File: src/rtl/ets_pkg.sv
// Shared types and constants for the ETS frame writer: FSM states, one-hot
// buffer ids and sticky error bit positions.
package ets_pkg;

  typedef enum logic [2:0] {
    StIdle,
    StSettle,
    StWaitTrig,
    StWrite,
    StHandoffReq,
    StHandoffRel
  } ets_state_e;

  localparam logic [2:0] BUF0 = 3'b001;
  localparam logic [2:0] BUF1 = 3'b010;
  localparam logic [2:0] BUF2 = 3'b100;

  localparam int unsigned ErrBadId   = 0;
  localparam int unsigned ErrTimeout = 1;

endpackage

File: src/rtl/ets_onehot_bank_decode.sv
// One-hot write buffer id to bank index; valid_o is low for any non-one-hot
// pattern.
module ets_onehot_bank_decode
  import ets_pkg::*;
(
  input  logic [2:0] onehot_i,
  output logic [1:0] bank_o,
  output logic       valid_o
);

  always_comb begin
    bank_o  = 2'd0;
    valid_o = 1'b0;
    unique case (onehot_i)
      BUF0: begin
        bank_o  = 2'd0;
        valid_o = 1'b1;
      end
      BUF1: begin
        bank_o  = 2'd1;
        valid_o = 1'b1;
      end
      BUF2: begin
        bank_o  = 2'd2;
        valid_o = 1'b1;
      end
      default: begin
        bank_o  = 2'd0;
        valid_o = 1'b0;
      end
    endcase
  end

endmodule

File: src/rtl/ets_frame_writer.sv
// Writes each triggered frame of FRAME_DEPTH samples into the controller's
// current write bank, then hands the buffer off and re-latches the new bank.
module ets_frame_writer
  import ets_pkg::*;
#(
  parameter int unsigned DATA_W          = 16,
  parameter int unsigned FRAME_DEPTH     = 1024,
  parameter int unsigned ADDR_W          = 12,
  parameter int unsigned SETTLE_CYCLES   = 4,
  parameter int unsigned HANDOFF_TIMEOUT = 65535
) (
  input  logic              clk,
  input  logic              reset_n,
  input  logic              arm,
  input  logic              trigger,
  input  logic              s_valid,
  input  logic [DATA_W-1:0] s_data,
  input  logic [2:0]        w_buffer_id,
  input  logic              w_frame_ready,
  output logic              w_request,
  output logic              mem_we,
  output logic [ADDR_W-1:0] mem_addr,
  output logic [DATA_W-1:0] mem_wdata,
  output logic              frame_done,
  output logic              busy,
  output logic [1:0]        err,
  output logic [15:0]       frame_count
);

  localparam int unsigned OffW   = $clog2(FRAME_DEPTH);
  localparam int unsigned CntMax = (SETTLE_CYCLES > HANDOFF_TIMEOUT) ? SETTLE_CYCLES
                                                                     : HANDOFF_TIMEOUT;
  localparam int unsigned CntW   = $clog2(CntMax + 1);

  localparam logic [OffW-1:0] LastOff     = OffW'(FRAME_DEPTH - 1);
  localparam logic [CntW-1:0] SettleLast  = CntW'(SETTLE_CYCLES - 1);
  localparam logic [CntW-1:0] TimeoutLast = CntW'(HANDOFF_TIMEOUT - 1);

  ets_state_e        state_q, state_d;
  logic [OffW-1:0]   offset_q, offset_d, off_cur;
  logic [1:0]        bank_q, bank_d;
  logic [CntW-1:0]   cnt_q, cnt_d;
  logic              mem_we_q, mem_we_d;
  logic [ADDR_W-1:0] mem_addr_q, mem_addr_d;
  logic [DATA_W-1:0] mem_wdata_q, mem_wdata_d;
  logic [1:0]        err_q, err_d;
  logic [15:0]       frame_count_q, frame_count_d;
  logic              accept;
  logic [1:0]        dec_bank;
  logic              dec_valid;

  ets_onehot_bank_decode u_decode (
    .onehot_i (w_buffer_id),
    .bank_o   (dec_bank),
    .valid_o  (dec_valid)
  );

  always_comb begin
    state_d       = state_q;
    offset_d      = offset_q;
    bank_d        = bank_q;
    cnt_d         = '0;
    mem_we_d      = 1'b0;
    mem_addr_d    = mem_addr_q;
    mem_wdata_d   = mem_wdata_q;
    err_d         = err_q;
    frame_count_d = frame_count_q;
    accept        = 1'b0;
    // The triggering cycle always starts a fresh frame at offset 0.
    off_cur       = (state_q == StWaitTrig) ? '0 : offset_q;

    case (state_q)
      StIdle: begin
        if (arm) state_d = StSettle;
      end
      StSettle: begin
        if (cnt_q == SettleLast) begin
          if (dec_valid) begin
            bank_d  = dec_bank;
            state_d = StWaitTrig;
          end else begin
            err_d[ErrBadId] = 1'b1;
            state_d         = StIdle;
          end
        end else begin
          cnt_d = cnt_q + 1'b1;
        end
      end
      StWaitTrig: begin
        if (!arm) begin
          state_d = StIdle;
        end else if (trigger) begin
          state_d = StWrite;
          accept  = s_valid;
        end
      end
      StWrite: begin
        accept = s_valid;
        if (s_valid && offset_q == LastOff) state_d = StHandoffReq;
      end
      StHandoffReq: begin
        if (w_frame_ready) begin
          state_d = StHandoffRel;
        end else if (cnt_q == TimeoutLast) begin
          err_d[ErrTimeout] = 1'b1;
          state_d           = StIdle;
        end else begin
          cnt_d = cnt_q + 1'b1;
        end
      end
      StHandoffRel: begin
        frame_count_d = frame_count_q + 16'd1;
        state_d       = arm ? StSettle : StIdle;
      end
      default: state_d = StIdle;
    endcase

    if (state_q == StWaitTrig && arm && trigger) offset_d = '0;
    if (accept) begin
      mem_we_d    = 1'b1;
      mem_addr_d  = (ADDR_W'(bank_q) << OffW) + ADDR_W'(off_cur);
      mem_wdata_d = s_data;
      offset_d    = off_cur + 1'b1;
    end
  end

  always_ff @(posedge clk or negedge reset_n) begin
    if (!reset_n) begin
      state_q       <= StIdle;
      offset_q      <= '0;
      bank_q        <= 2'd0;
      cnt_q         <= '0;
      mem_we_q      <= 1'b0;
      mem_addr_q    <= '0;
      mem_wdata_q   <= '0;
      err_q         <= 2'b00;
      frame_count_q <= 16'd0;
    end else begin
      state_q       <= state_d;
      offset_q      <= offset_d;
      bank_q        <= bank_d;
      cnt_q         <= cnt_d;
      mem_we_q      <= mem_we_d;
      mem_addr_q    <= mem_addr_d;
      mem_wdata_q   <= mem_wdata_d;
      err_q         <= err_d;
      frame_count_q <= frame_count_d;
    end
  end

  // State-decoded so an asynchronous reset drops the request immediately.
  assign w_request   = (state_q == StHandoffReq);
  assign frame_done  = (state_q == StHandoffRel);
  assign busy        = (state_q != StIdle) && (state_q != StWaitTrig);
  assign mem_we      = mem_we_q;
  assign mem_addr    = mem_addr_q;
  assign mem_wdata   = mem_wdata_q;
  assign err         = err_q;
  assign frame_count = frame_count_q;

endmodule

File: config.mk
export PLATFORM = sky130hd
export DESIGN_NAME = ets_frame_writer
export DESIGN_NICKNAME = d
export VERILOG_FILES = /design/src/rtl/ets_pkg.sv /design/src/rtl/ets_onehot_bank_decode.sv /design/src/rtl/ets_frame_writer.sv
export SDC_FILE = /design/constraint.sdc
export NUM_CORES = 1
export LEC_CHECK = 0
export CORE_MARGIN = 5
export CORE_UTILIZATION = 44
export CTS_CLUSTER_DIAMETER = 150
export DETAILED_ROUTE_END_ITERATION = 7
export PLACE_DENSITY = 0.74
export SLEW_MARGIN = 25
export SYNTH_ARGS = -nofsm -noshare
export SYNTH_HDL_FRONTEND = slang
export SYNTH_SLANG_ARGS = --single-unit
File: constraint.sdc
create_clock -name clk -period 2.07 [get_ports clk]
set_input_delay 0.414 -clock clk [delete_from_list [all_inputs] [get_ports clk]]
set_output_delay 0.414 -clock clk [all_outputs]
set_load 0.03 [all_outputs]
; ---- Yosys cells after proc, flatten, opt, wreduce, memory -nomap -nowiden
; Cells that the tools add are included.
[word_totals]
ff_bits = 78
input_bits = 25
out_inout_bits = 50
wordCells = 68
[classes]
add_sub_neg = 4
n_eq_ne = 17
mux = 23
bitwise = 2
n_reduce_logical = 12
[ops]
columns = op, n
row1 = 16-bit two-way mux, 3
row2 = 16-bit by 1-bit adder with 16-bit output (second input constant), 2
row3 = 16-bit one-hot mux with 2 select lines, 1
row4 = 10-bit two-way mux, 3
row5 = 3-bit two-way mux, 7
row6 = 3-bit one-hot mux with 6 select lines, 1
row7 = 16-bit equality test (second input constant), 1
row8 = 16-bit by 2-bit equality test with 1-bit output (second input constant), 1
row9 = 12-bit by 10-bit adder with 12-bit output, 1
row10 = 10-bit by 1-bit adder with 10-bit output (second input constant), 1
row11 = 10-bit equality test (second input constant), 1
row12 = 3-bit by 2-bit equality test with 1-bit output (second input constant), 3
row13 = 3-bit equality test (second input constant), 3
row14 = 3-bit AND reduction, 3
row15 = 3-bit by 1-bit equality test with 1-bit output (second input constant), 2
row16 = 2-bit inequality test (second input constant), 3
row17 = 3-bit by 2-bit inequality test with 1-bit output (second input constant), 2
row18 = 1-bit two-way mux, 5
row19 = 5-bit AND reduction, 1
row20 = 1-bit logical AND, 4
row21 = 2-bit one-hot mux with 2 select lines, 1
row22 = 3-bit zero test, 1
row23 = 3-bit inequality test (second input constant), 1
row24 = 3-bit nonzero test, 1
row25 = 5 further kinds, 6

; ---- Longest topological paths before layout
; Gate-level depths: netlist of run 1.
[logic_depth]
ltp_word = 6
ltp_mapped = 10
depth_no_buf = 8

; ---- Modules after synthesis
; A second synthesis of run 1 with hierarchy kept.
[hier_totals]
cells_unflattened = 375
area_unflattened_um2 = 3657.3
[modules_own_cells]
columns = module, instances, cells_per_inst, area_each_um2, seq_area_each_um2
row1 = ets_frame_writer, 1, 370, 3621.0, 1951.9
row2 = ets_onehot_bank_decode, 1, 5, 36.3, 0.0

; ---- Least setup slack after synthesis of run 1
; No wires, ideal clock.
[synth_timing]
kind = register to register
start = reg state_q[0]
end = reg state_q[1]
setup_time_ns = 0.128
arrival_time_ns = 2.047
t_required_ns = 1.942
slack_ns = -0.105
path_stages_with_launch = 6
path_buffers = 1
period_less_slack_ns = 2.175
cell_sequence = dfrtp_1 clkbuf_8 nor3b_1 and2b_2 a221oi_2 mux2_1
[synth_between]
elab_chain_len = 3
elab_cells_between_ends = 13
classes_between = 10 x eq/ne / 1 x mux / 2 x reduce/logical
[synth_lines]
columns = element, line
row1 = "start, declared", ets_frame_writer.sv:39  ; ets_state_e state_q, state_d;
row2 = "start signal, assigned", ets_frame_writer.sv:129  ; state_q <= StIdle;
row3 = "start signal, assigned", ets_frame_writer.sv:139  ; state_q <= state_d;
row4 = 3-bit equality test *, --
row5 = via w_request, ets_frame_writer.sv:20  ; output logic w_request,
row6 = 3-bit by 2-bit inequality test with 1-bit output (no source line), --
row7 = 5-bit AND reduction (no source line), --
; The timed path passes the listed nets; every way through them passes the cells marked *.
; A chain may end at the register's enable or synchronous reset.

; ---- Worst setup path in the final report of run 1
[layout_timing]
start = reg cnt_q[10]
end = reg state_q[1]
[layout_between]
elab_chain_len = 3
elab_cells_between_ends = 5
classes_between = 4 x eq/ne / 1 x reduce/logical
[layout_lines]
columns = element, line
row1 = "start, declared", ets_frame_writer.sv:42  ; logic [CntW-1:0] cnt_q, cnt_d;
row2 = "start signal, assigned", ets_frame_writer.sv:142  ; cnt_q <= cnt_d;
row3 = 16-bit equality test / 16-bit by 2-bit equality test with 1-bit output (equally long branches), "ets_frame_writer.sv:104, ets_frame_writer.sv:77"
row4 = 3-bit by 2-bit inequality test with 1-bit output (no source line) / 2-bit inequality test (equally long branches), --
row5 = 5-bit AND reduction (no source line) *, --
; Mark *: on every way between the ends. The rest lies on a longest branch, timed or not.

==> results of run 1 <==
synth_stat cells, types with 2 or more instances:
cell | number | area [µm²]
sky130_fd_sc_hd__buf_2 | 2 | 10.0
sky130_fd_sc_hd__or2_2 | 2 | 12.5
sky130_fd_sc_hd__a211o_1 | 2 | 17.5
sky130_fd_sc_hd__ha_1 | 4 | 50.1
sky130_fd_sc_hd__nand4_1 | 8 | 50.1
sky130_fd_sc_hd__o31ai_1 | 2 | 15.0
sky130_fd_sc_hd__xnor2_1 | 20 | 175
sky130_fd_sc_hd__inv_1 | 14 | 52.6
sky130_fd_sc_hd__dfrtp_1 | 78 | 1950
sky130_fd_sc_hd__nor2_1 | 26 | 97.6
sky130_fd_sc_hd__clkbuf_8 | 3 | 41.3
sky130_fd_sc_hd__o211ai_1 | 3 | 22.5
sky130_fd_sc_hd__buf_4 | 2 | 15.0
sky130_fd_sc_hd__a41oi_1 | 2 | 17.5
sky130_fd_sc_hd__xor2_1 | 10 | 87.6
sky130_fd_sc_hd__nand3b_1 | 3 | 22.5
sky130_fd_sc_hd__a22o_1 | 3 | 26.3
sky130_fd_sc_hd__o21ai_0 | 21 | 105
sky130_fd_sc_hd__clkbuf_1 | 6 | 22.5
sky130_fd_sc_hd__or4_1 | 3 | 22.5
sky130_fd_sc_hd__and3_1 | 5 | 31.3
sky130_fd_sc_hd__nor4_1 | 7 | 43.8
sky130_fd_sc_hd__nand3_1 | 18 | 90.1
sky130_fd_sc_hd__nor3_1 | 9 | 45.0
sky130_fd_sc_hd__a21oi_1 | 4 | 20.0
sky130_fd_sc_hd__a31oi_1 | 3 | 18.8
sky130_fd_sc_hd__and2_1 | 3 | 18.8
sky130_fd_sc_hd__nor3b_1 | 2 | 15.0
sky130_fd_sc_hd__nand2_1 | 83 | 312
sky130_fd_sc_hd__mux2_2 | 3 | 33.8
sky130_fd_sc_hd__and4_1 | 2 | 17.5
cells in the final DEF (no fill, tap or decap), drive strengths merged, types with 2 or more instances in the layout:
cell type / instances
o21ai: 21
inv: 14
clkdlybuf4s50: 70
clkinv: 3
bufinv: 2
clkbuf: 11
and4: 2
and3: 5
buf: 22
nor4: 7
or2: 2
o211ai: 3
a41oi: 2
nand2: 83
a22o: 3
nor3b: 3
and2: 3
or4: 4
ha: 4
nand4: 9
a21oi: 4
nor3: 9
nand3b: 3
nor2: 26
dlygate4sd2: 2
mux2: 4
a31oi: 3
o31ai: 2
dfrtp: 78
a221oi: 2
nand3: 18
xnor2: 20
xor2: 10
a211o: 2
power by group:
| part | leakage, nW | switching [mW] | total, mW | internal [mW] |
|---|---|---|---|---|
| logic | 1.02 | 1.32 | 2.29 | 0.969 |
| clock network | 0.113 | 0.559 | 1.27 | 0.715 |
| registers | 1.03 | 0.238 | 2.09 | 1.85 |
final cells by class:
| cell class | instances | area, µm² |
|---|---|---|
| fill | 719 | 3290 |
| clock inverter | 5 | 82.6 |
| inverter | 14 | 52.6 |
| tap | 105 | 131 |
| multi-input combinational | 270 | 1600 |
| sequential | 78 | 1950 |
| timing repair buffer | 95 | 918 |
| clock buffer | 11 | 141 |
cell families after synthesis:
kind of cell / share of synthesized area, %
simple gates: 23.7
flops: 53.1
compound gates: 9.63
xor+xnor: 7.15
buf+inv: 3.85
mux: 1.23
fa+ha+maj: 1.36
flip-flops by register name, indices dropped and copies added (netlist names):
| name | cells |
|---|---|
| mem_addr | 12 |
| mem_we | 1 |
| err | 2 |
| bank_q | 2 |
| state_q | 3 |
| frame_count | 16 |
| cnt_q | 16 |
| mem_wdata | 16 |
| offset_q | 10 |
critical path, stage by stage (launching register included):
cell and delay, ps:
sky130_fd_sc_hd__dfrtp_1 450, sky130_fd_sc_hd__nand4_2 190, sky130_fd_sc_hd__or4_4 630, sky130_fd_sc_hd__a221oi_2 280, sky130_fd_sc_hd__mux2_1 350
metal layers:
layer / wire, µm / global-route usage [%] / vias to the layer above
li1: - / - / 1483
met1: 3930 / 23.0 / 1478
met2: 3980 / 27.0 / 88
met3: 445 / 4.13 / 12
met4: 140 / 6.03 / 0
met5: 0 / 0 / -
path summary, 6_finish.rpt:
check,start,end,slack [ps],cells past startpoint
min in group asynchronous,reset_n,mem_addr[9],500,2
max,cnt_q[10],state_q[1],50,4
max reg2reg,cnt_q[10],state_q[1],50,4
max in group asynchronous,reset_n,cnt_q[8],960,3
min reg2reg,frame_count[15],frame_count[15],470,1
min,frame_count[15],frame_count[15],470,1
timing repair:
| action | 4_1_cts | 5_1_grt |
|---|---|---|
| pin swaps | 0 | 1 |
| setup endpoints to repair | 3 | 1 |
| hold buffers | 1 | 0 |
| resized for setup | 3 | 1 |
| hold endpoints to repair | 23 | 0 |
| buffers inserted | 0 | 1 |
stage by stage:
stage	instances	utilization [%]	setup slack, ps
floorplan	375	-	17.0
global placement	560	56.7	-93.1
detailed placement	560	56.7	-110
CTS	577	59.6	51.7
global route	578	59.7	1.38
finish	578	59.7	49.0
==> metrics.json, run 1 <==
{
  "cp_max_fo": {"value": 5},
  "grt_antenna_before_repair": {"value": 0},
  "post-route-min-period": {"value": 2020, "unit": "ps"},
  "synth_edf_count": {"value": 0},
  "cts_inserted_buffers": {"value": 9},
  "ys.flop_type": {"value": "sky130_fd_sc_hd__dfrtp_1"},
  "dp.final_hpwl": {"value": 6.15, "unit": "mm"},
  "fin_worst_skew": {"value": 11.2, "unit": "ps"},
  "maxClockFrequency": {"value": 495, "unit": "MHz"},
  "worstSetupPathType": {"value": "register to register"},
  "tot_gr_track_use": {"value": 17.1, "unit": "%"},
  "drt_wl_total": {"value": 8.49, "unit": "mm"},
  "antenna_violating_nets_post_route": {"value": 0},
  "antenna-diode-count": {"value": 0},
  "avgViaCountPerCell": {"value": 5.30},
  "post-layout-total-power": {"value": 5.65, "unit": "mW"},
  "synth_cells": {"value": 375},
  "pin_count": {"value": 75},
  "fin_worst_hold_slack": {"value": 471, "unit": "ps"},
  "drcViolationCount": {"value": 0},
  "placed_area": {"value": 0.00463, "unit": "mm²"},
  "drive_above_1_share": {"value": 11.6, "unit": "%"},
  "rsz0062_at_grt": {"value": "no"},
  "placeableCoreArea": {"value": 0.00818, "unit": "mm²"},
  "worstSetupEndpointType": {"value": "register"},
  "worstHoldPathType": {"value": "register to register"},
  "synth.net_count": {"value": 404},
  "num_vias": {"value": 3061},
  "floorplan.die.height": {"value": 101, "unit": "µm"},
  "worst_slew_pin_slew": {"value": 456, "unit": "ps"},
  "grt_first_pass_wirelength": {"value": 14.0, "unit": "mm"},
  "final_nets": {"value": 497},
  "io_buffer_count": {"value": 74},
  "floorplan.die_area": {"value": 0.0103, "unit": "mm²"},
  "initial_detailed_routing_violation_count": {"value": 140},
  "finalHoldViolations": {"value": 0},
  "stdcell_area": {"value": 0.00488, "unit": "mm²"},
  "layout_worst_path_cycle_share": {"value": 97.6, "unit": "%"},
  "maxCapViolations": {"value": 0},
  "cts_tree": {"value": "built"},
  "finalSetupTns": {"value": 0, "unit": "ps"},
  "worst_skew_pair.late_latency": {"value": 350, "unit": "ps"},
  "result_of_the_run": {"value": "finished clean"},
  "ys_warn_count": {"value": 0},
  "postSynthRegisterBits": {"value": 78},
  "post_synth_instance_area": {"value": 0.00368, "unit": "mm²"},
  "placement_rows": {"value": 33},
  "initial_core_util": {"value": 45.0, "unit": "%"},
  "h-tree-depth": {"value": 3},
  "cts_root_buf": {"value": "sky130_fd_sc_hd__clkbuf_8"},
  "number_of_global_route_vias_before_repair": {"value": 2995},
  "power_density": {"value": 1160, "unit": "mW/mm²"},
  "maxSlewViolCount": {"value": 0},
  "vdd_ir_max": {"value": 621, "unit": "µV"},
  "clock_buffer_depth": {"value": 2},
  "worstPathArrival": {"value": 2250, "unit": "ps"},
  "post_drt_wl_per_cell": {"value": 14.7, "unit": "µm"},
  "grt_start_max_net_pins": {"value": 56},
  "synthesis.area_per_instance": {"value": 9.80, "unit": "µm²"},
  "setup-violations-final": {"value": 0},
  "async_flop_share": {"value": 100, "unit": "%"},
  "grt_remaining_overflow": {"value": 0},
  "die_width": {"value": 101, "unit": "µm"},
  "area.growth.synth_to_final": {"value": 32.8, "unit": "%"},
  "yosysSeqAreaShare": {"value": 53.1, "unit": "%"},
  "synth_cell_types": {"value": 53},
  "drt-pass1-iter-count": {"value": 4},
  "slew_headroom": {"value": 69.3, "unit": "%"},
  "critical_path_required": {"value": 2300, "unit": "ps"},
  "cp-start-kind": {"value": "register"},
  "clock-sinks": {"value": 78},
  "leakagePower": {"value": 2.16, "unit": "nW"},
  "gp_routability_congestion": {"value": 0.881},
  "clk_pin_slew": {"value": 80, "unit": "ps"}
}
Power figures use the tool's default switching activity.
==> inputs of run 2 (changes only) <==
--- a/config.mk
+++ b/config.mk
@@ -5,11 +5,13 @@
 export SDC_FILE = /design/constraint.sdc
 export NUM_CORES = 1
 export LEC_CHECK = 0
+export ABC_AREA = 1
 export CORE_MARGIN = 5
 export CORE_UTILIZATION = 44
 export CTS_CLUSTER_DIAMETER = 150
 export DETAILED_ROUTE_END_ITERATION = 7
-export PLACE_DENSITY = 0.74
+export MAX_ROUTING_LAYER = met4
+export PLACE_DENSITY = 0.73
 export SLEW_MARGIN = 25
 export SYNTH_ARGS = -nofsm -noshare
 export SYNTH_HDL_FRONTEND = slang
==> run 2 against run 1 <==
The run now ends with hold timing left. Clock-buffer cell count fell by 2. Fmax rose by 2.3%. Cell count rose by 21%. Core utilization fell by 1.9 points. Highest routed layer unchanged.
==> metrics.json, run 2 <==
{
  "layout_worst_path_cycle_share": {"value": 95.4, "unit": "%", "change": "-2.2 points"},
  "avgViaCountPerCell": {"value": 4.91, "change": "-7.3%"},
  "drt-pass1-iter-count": {"value": 4, "change": "unchanged"},
  "num_vias": {"value": 3445, "change": "+13%"},
  "worst_skew_pair.late_latency": {"value": 360, "unit": "ps", "change": "about the same"},
  "slew_headroom": {"value": 69.1, "unit": "%", "change": "-0.26 points"},
  "drcViolationCount": {"value": 0, "change": "unchanged"},
  "timing.final.ws_setup": {"value": 95.0, "unit": "ps", "change": "+46.0 ps"},
  "worstRegToRegCells": {"value": 10, "change": "+6"},
  "grt_antenna_before_repair": {"value": 0, "change": "unchanged"},
  "placement_rows": {"value": 34, "change": "+3.0%"},
  "maxCapViolations": {"value": 0, "change": "unchanged"},
  "worstHoldPathType": {"value": "input port to asynchronous set/reset pin"},
  "area.growth.synth_to_final": {"value": 28.5, "unit": "%"},
  "tot_gr_track_use": {"value": 17.6, "unit": "%", "change": "+0.50 points"},
  "drt_wl_total": {"value": 8.91, "unit": "mm", "change": "+4.9%"},
  "post-route-min-period": {"value": 1970, "unit": "ps", "change": "-46.0 ps"},
  "worstPathArrival": {"value": 1560, "unit": "ps", "change": "-690 ps"},
  "final_nets": {"value": 618, "change": "+24%"},
  "worstSetupPathType": {"value": "register to output port"},
  "worstSetupEndpointType": {"value": "output port"},
  "drive_above_1_share": {"value": 7.58, "unit": "%", "change": "-4.1 points"},
  "leakagePower": {"value": 2.50, "unit": "nW", "change": "+16%"},
  "maxClockFrequency": {"value": 506, "unit": "MHz", "change": "+2.3%"},
  "post_synth_most_frequent_cells": {"value": "sky130_fd_sc_hd__nand2_1 (178), sky130_fd_sc_hd__dfrtp_1 (78), sky130_fd_sc_hd__nor2_1 (62)"},
  "synth_area_leader_cell": {"value": "sky130_fd_sc_hd__dfrtp_1"},
  "layout_common_cells": {"value": "sky130_fd_sc_hd__nand2_1 (178), sky130_fd_sc_hd__dfrtp_1 (78), sky130_fd_sc_hd__clkdlybuf4s50_1 (70)"},
  "synth.top_cells.by_area": {"value": "sky130_fd_sc_hd__dfrtp_1 (50%), sky130_fd_sc_hd__nand2_1 (17%), sky130_fd_sc_hd__nor2_1 (5.9%)"},
  "ys_warn_count": {"value": 0, "change": "unchanged"},
  "synth.net_count": {"value": 531, "change": "+31%"},
  "cts_tree": {"value": "built"},
  "antenna_violating_nets_post_route": {"value": 0, "change": "unchanged"},
  "grt_remaining_overflow": {"value": 0, "change": "unchanged"},
  "gp_routability_congestion": {"value": 0.882, "change": "about the same"},
  "rsz0062_at_grt": {"value": "no"},
  "cts_root_buf": {"value": "sky130_fd_sc_hd__clkbuf_8"},
  "layout_commonest_cell": {"value": "sky130_fd_sc_hd__nand2_1"},
  "fin_worst_hold_slack": {"value": -12.5, "unit": "ps", "change": "-484 ps"},
  "maxSlewViolCount": {"value": 0, "change": "unchanged"},
  "async_flop_share": {"value": 100, "unit": "%", "change": "unchanged"},
  "fin_worst_skew": {"value": 12.4, "unit": "ps", "change": "+1.25 ps"},
  "grt_first_pass_wirelength": {"value": 15.5, "unit": "mm", "change": "+11%"},
  "initial_core_util": {"value": 45.0, "unit": "%", "change": "about the same"},
  "cts_inserted_buffers": {"value": 9, "change": "unchanged"},
  "setup-violations-final": {"value": 0, "change": "unchanged"},
  "finalHoldViolations": {"value": 4, "change": "+4"},
  "yosysSeqAreaShare": {"value": 49.7, "unit": "%", "change": "-3.4 points"},
  "violated_checks": {"value": "hold timing"},
  "post-layout-total-power": {"value": 2.95, "unit": "mW", "change": "-48%"},
  "number_of_global_route_vias_before_repair": {"value": 3347, "change": "+12%"},
  "synthesis.area_per_instance": {"value": 7.82, "unit": "µm²", "change": "-20%"},
  "stdcell_area": {"value": 0.00504, "unit": "mm²", "change": "+3.3%"},
  "cts_hold_repair.buffers": {"value": 0, "change": "-1"},
  "synth_cell_types": {"value": 33, "change": "-38%"},
  "postSynthRegisterBits": {"value": 78, "change": "unchanged"},
  "result_of_the_run": {"value": "finished with violations"},
  "pin_count": {"value": 75, "change": "unchanged"},
  "vdd_ir_max": {"value": 328, "unit": "µV", "change": "-47%"},
  "clock_buffer_depth": {"value": 2, "change": "unchanged"},
  "floorplan.die.height": {"value": 104, "unit": "µm", "change": "+3.0%"},
  "dp.final_hpwl": {"value": 6.69, "unit": "mm", "change": "+8.8%"},
  "die_width": {"value": 104, "unit": "µm", "change": "+3.0%"},
  "cp_max_fo": {"value": 7, "change": "+2"},
  "power_density": {"value": 585, "unit": "mW/mm²", "change": "-49%"},
  "placeableCoreArea": {"value": 0.00872, "unit": "mm²", "change": "+6.7%"},
  "floorplan.die_area": {"value": 0.0109, "unit": "mm²", "change": "+6.1%"},
  "critical_path_required": {"value": 1660, "unit": "ps", "change": "-640 ps"},
  "finalSetupTns": {"value": 0, "unit": "ps", "change": "unchanged"},
  "clock-sinks": {"value": 78, "change": "unchanged"},
  "grt_start_max_net_pins": {"value": 37, "change": "-34%"},
  "worst_slew_pin_slew": {"value": 464, "unit": "ps", "change": "+8.16 ps"},
  "most_common_cell_in_the_netlist": {"value": "sky130_fd_sc_hd__nand2_1"},
  "synth_cells": {"value": 502, "change": "+34%"},
  "dp_worst_setup_slack": {"value": 172, "unit": "ps", "change": "+283 ps"},
  "synth_largest_type_area_fraction": {"value": 49.7, "unit": "%", "change": "-3.4 points"},
  "cp-start-kind": {"value": "register"},
  "io_buffer_count": {"value": 74, "change": "unchanged"},
  "ys.flop_type": {"value": "sky130_fd_sc_hd__dfrtp_1"},
  "synth_edf_count": {"value": 0, "change": "unchanged"},
  "initial_detailed_routing_violation_count": {"value": 165, "change": "+18%"},
  "antenna-diode-count": {"value": 0, "change": "unchanged"},
  "h-tree-depth": {"value": 3, "change": "unchanged"},
  "clk_pin_slew": {"value": 90, "unit": "ps", "change": "about the same"},
  "post_synth_instance_area": {"value": 0.00393, "unit": "mm²", "change": "+6.8%"},
  "placed_area": {"value": 0.00482, "unit": "mm²", "change": "+4.0%"},
  "post_drt_wl_per_cell": {"value": 12.7, "unit": "µm", "change": "-14%"}
}
run 2: changes by cell type after synthesis, sizes merged, moves of 7 or more:
cell    before  now
xnor2       20    5
nand3       18   38
inv         14   48
clkbuf       9    0
nor2        26   65
nand2       83  182
nor4         7    0
run 2: path summary, 6_finish.rpt:
| kind | from | endpoint | slack (ps) |
|---|---|---|---|
| hold / removal | reset_n | cnt_q[3] | -10 |
| setup / recovery | state_q[2] | busy | 100 |
| max in group asynchronous | reset_n | state_q[1] | 1480 |
| min in group clk | err[1] | err[1] | 480 |
| hold reg to reg | err[1] | err[1] | 480 |
| setup reg to reg | state_q[2] | offset_q[8] | 210 |
run 2: logic make-up after synthesis:
group | after synthesis | share of synthesized area [%]
AOI/OAI and AO/OA | 34 | 4.85
DFF | 78 | 49.7
buffers and inverters | 58 | 6.60
and+or+nand+nor | 310 | 33.5
xor gates and xnor gates | 18 | 4.02
adders and majority gates | 4 | 1.28
run 2: worst max-delay path, cell delays in order, from the launching register on:
cell,delay (ps)
sky130_fd_sc_hd__dfrtp_1,490
sky130_fd_sc_hd__nor2_2,260
sky130_fd_sc_hd__inv_1,90
sky130_fd_sc_hd__dlygate4sd2_1,360
run 2: per-layer routing:
layer  wire, µm  global-route usage (%)  vias to the layer above
li1           -                       -                     1765
met1       4120                    21.9                     1604
met2       4260                    27.8                       62
met3        373                    4.41                       14
met4        148                    6.20                        0
met5          0                       -                        -
run 2: area by class of cell:
cell class	count	area [µm²]
clock inverter	7	103
sequential	78	1950
clock buffer	9	124
tap	108	135
multi-input combinational	366	1710
inverter	49	186
fill	795	3680
timing repair buffer	85	830
run 2: report_power, final:
| part | internal, mW | switching, mW | total, mW |
|---|---|---|---|
| logic | 0.0516 | 0.0526 | 0.104 |
| registers | 1.53 | 0.00263 | 1.53 |
| clock network | 0.698 | 0.621 | 1.32 |
run 2: timing repair:
| item | CTS | global route |
|---|---|---|
| gates resized for setup | 3 | 0 |
| buffers inserted | 0 | 0 |
| setup endpoints to repair | 3 | 0 |
run 2: through the flow:
stage	hold slack, ps	std cells	utilization, %
after global placement	406	686	55.3
after detailed placement	398	686	55.3
after floorplan	118	502	-
final	-12.5	702	57.8
after global routing	24.8	702	57.8
after CTS	7.16	702	57.8
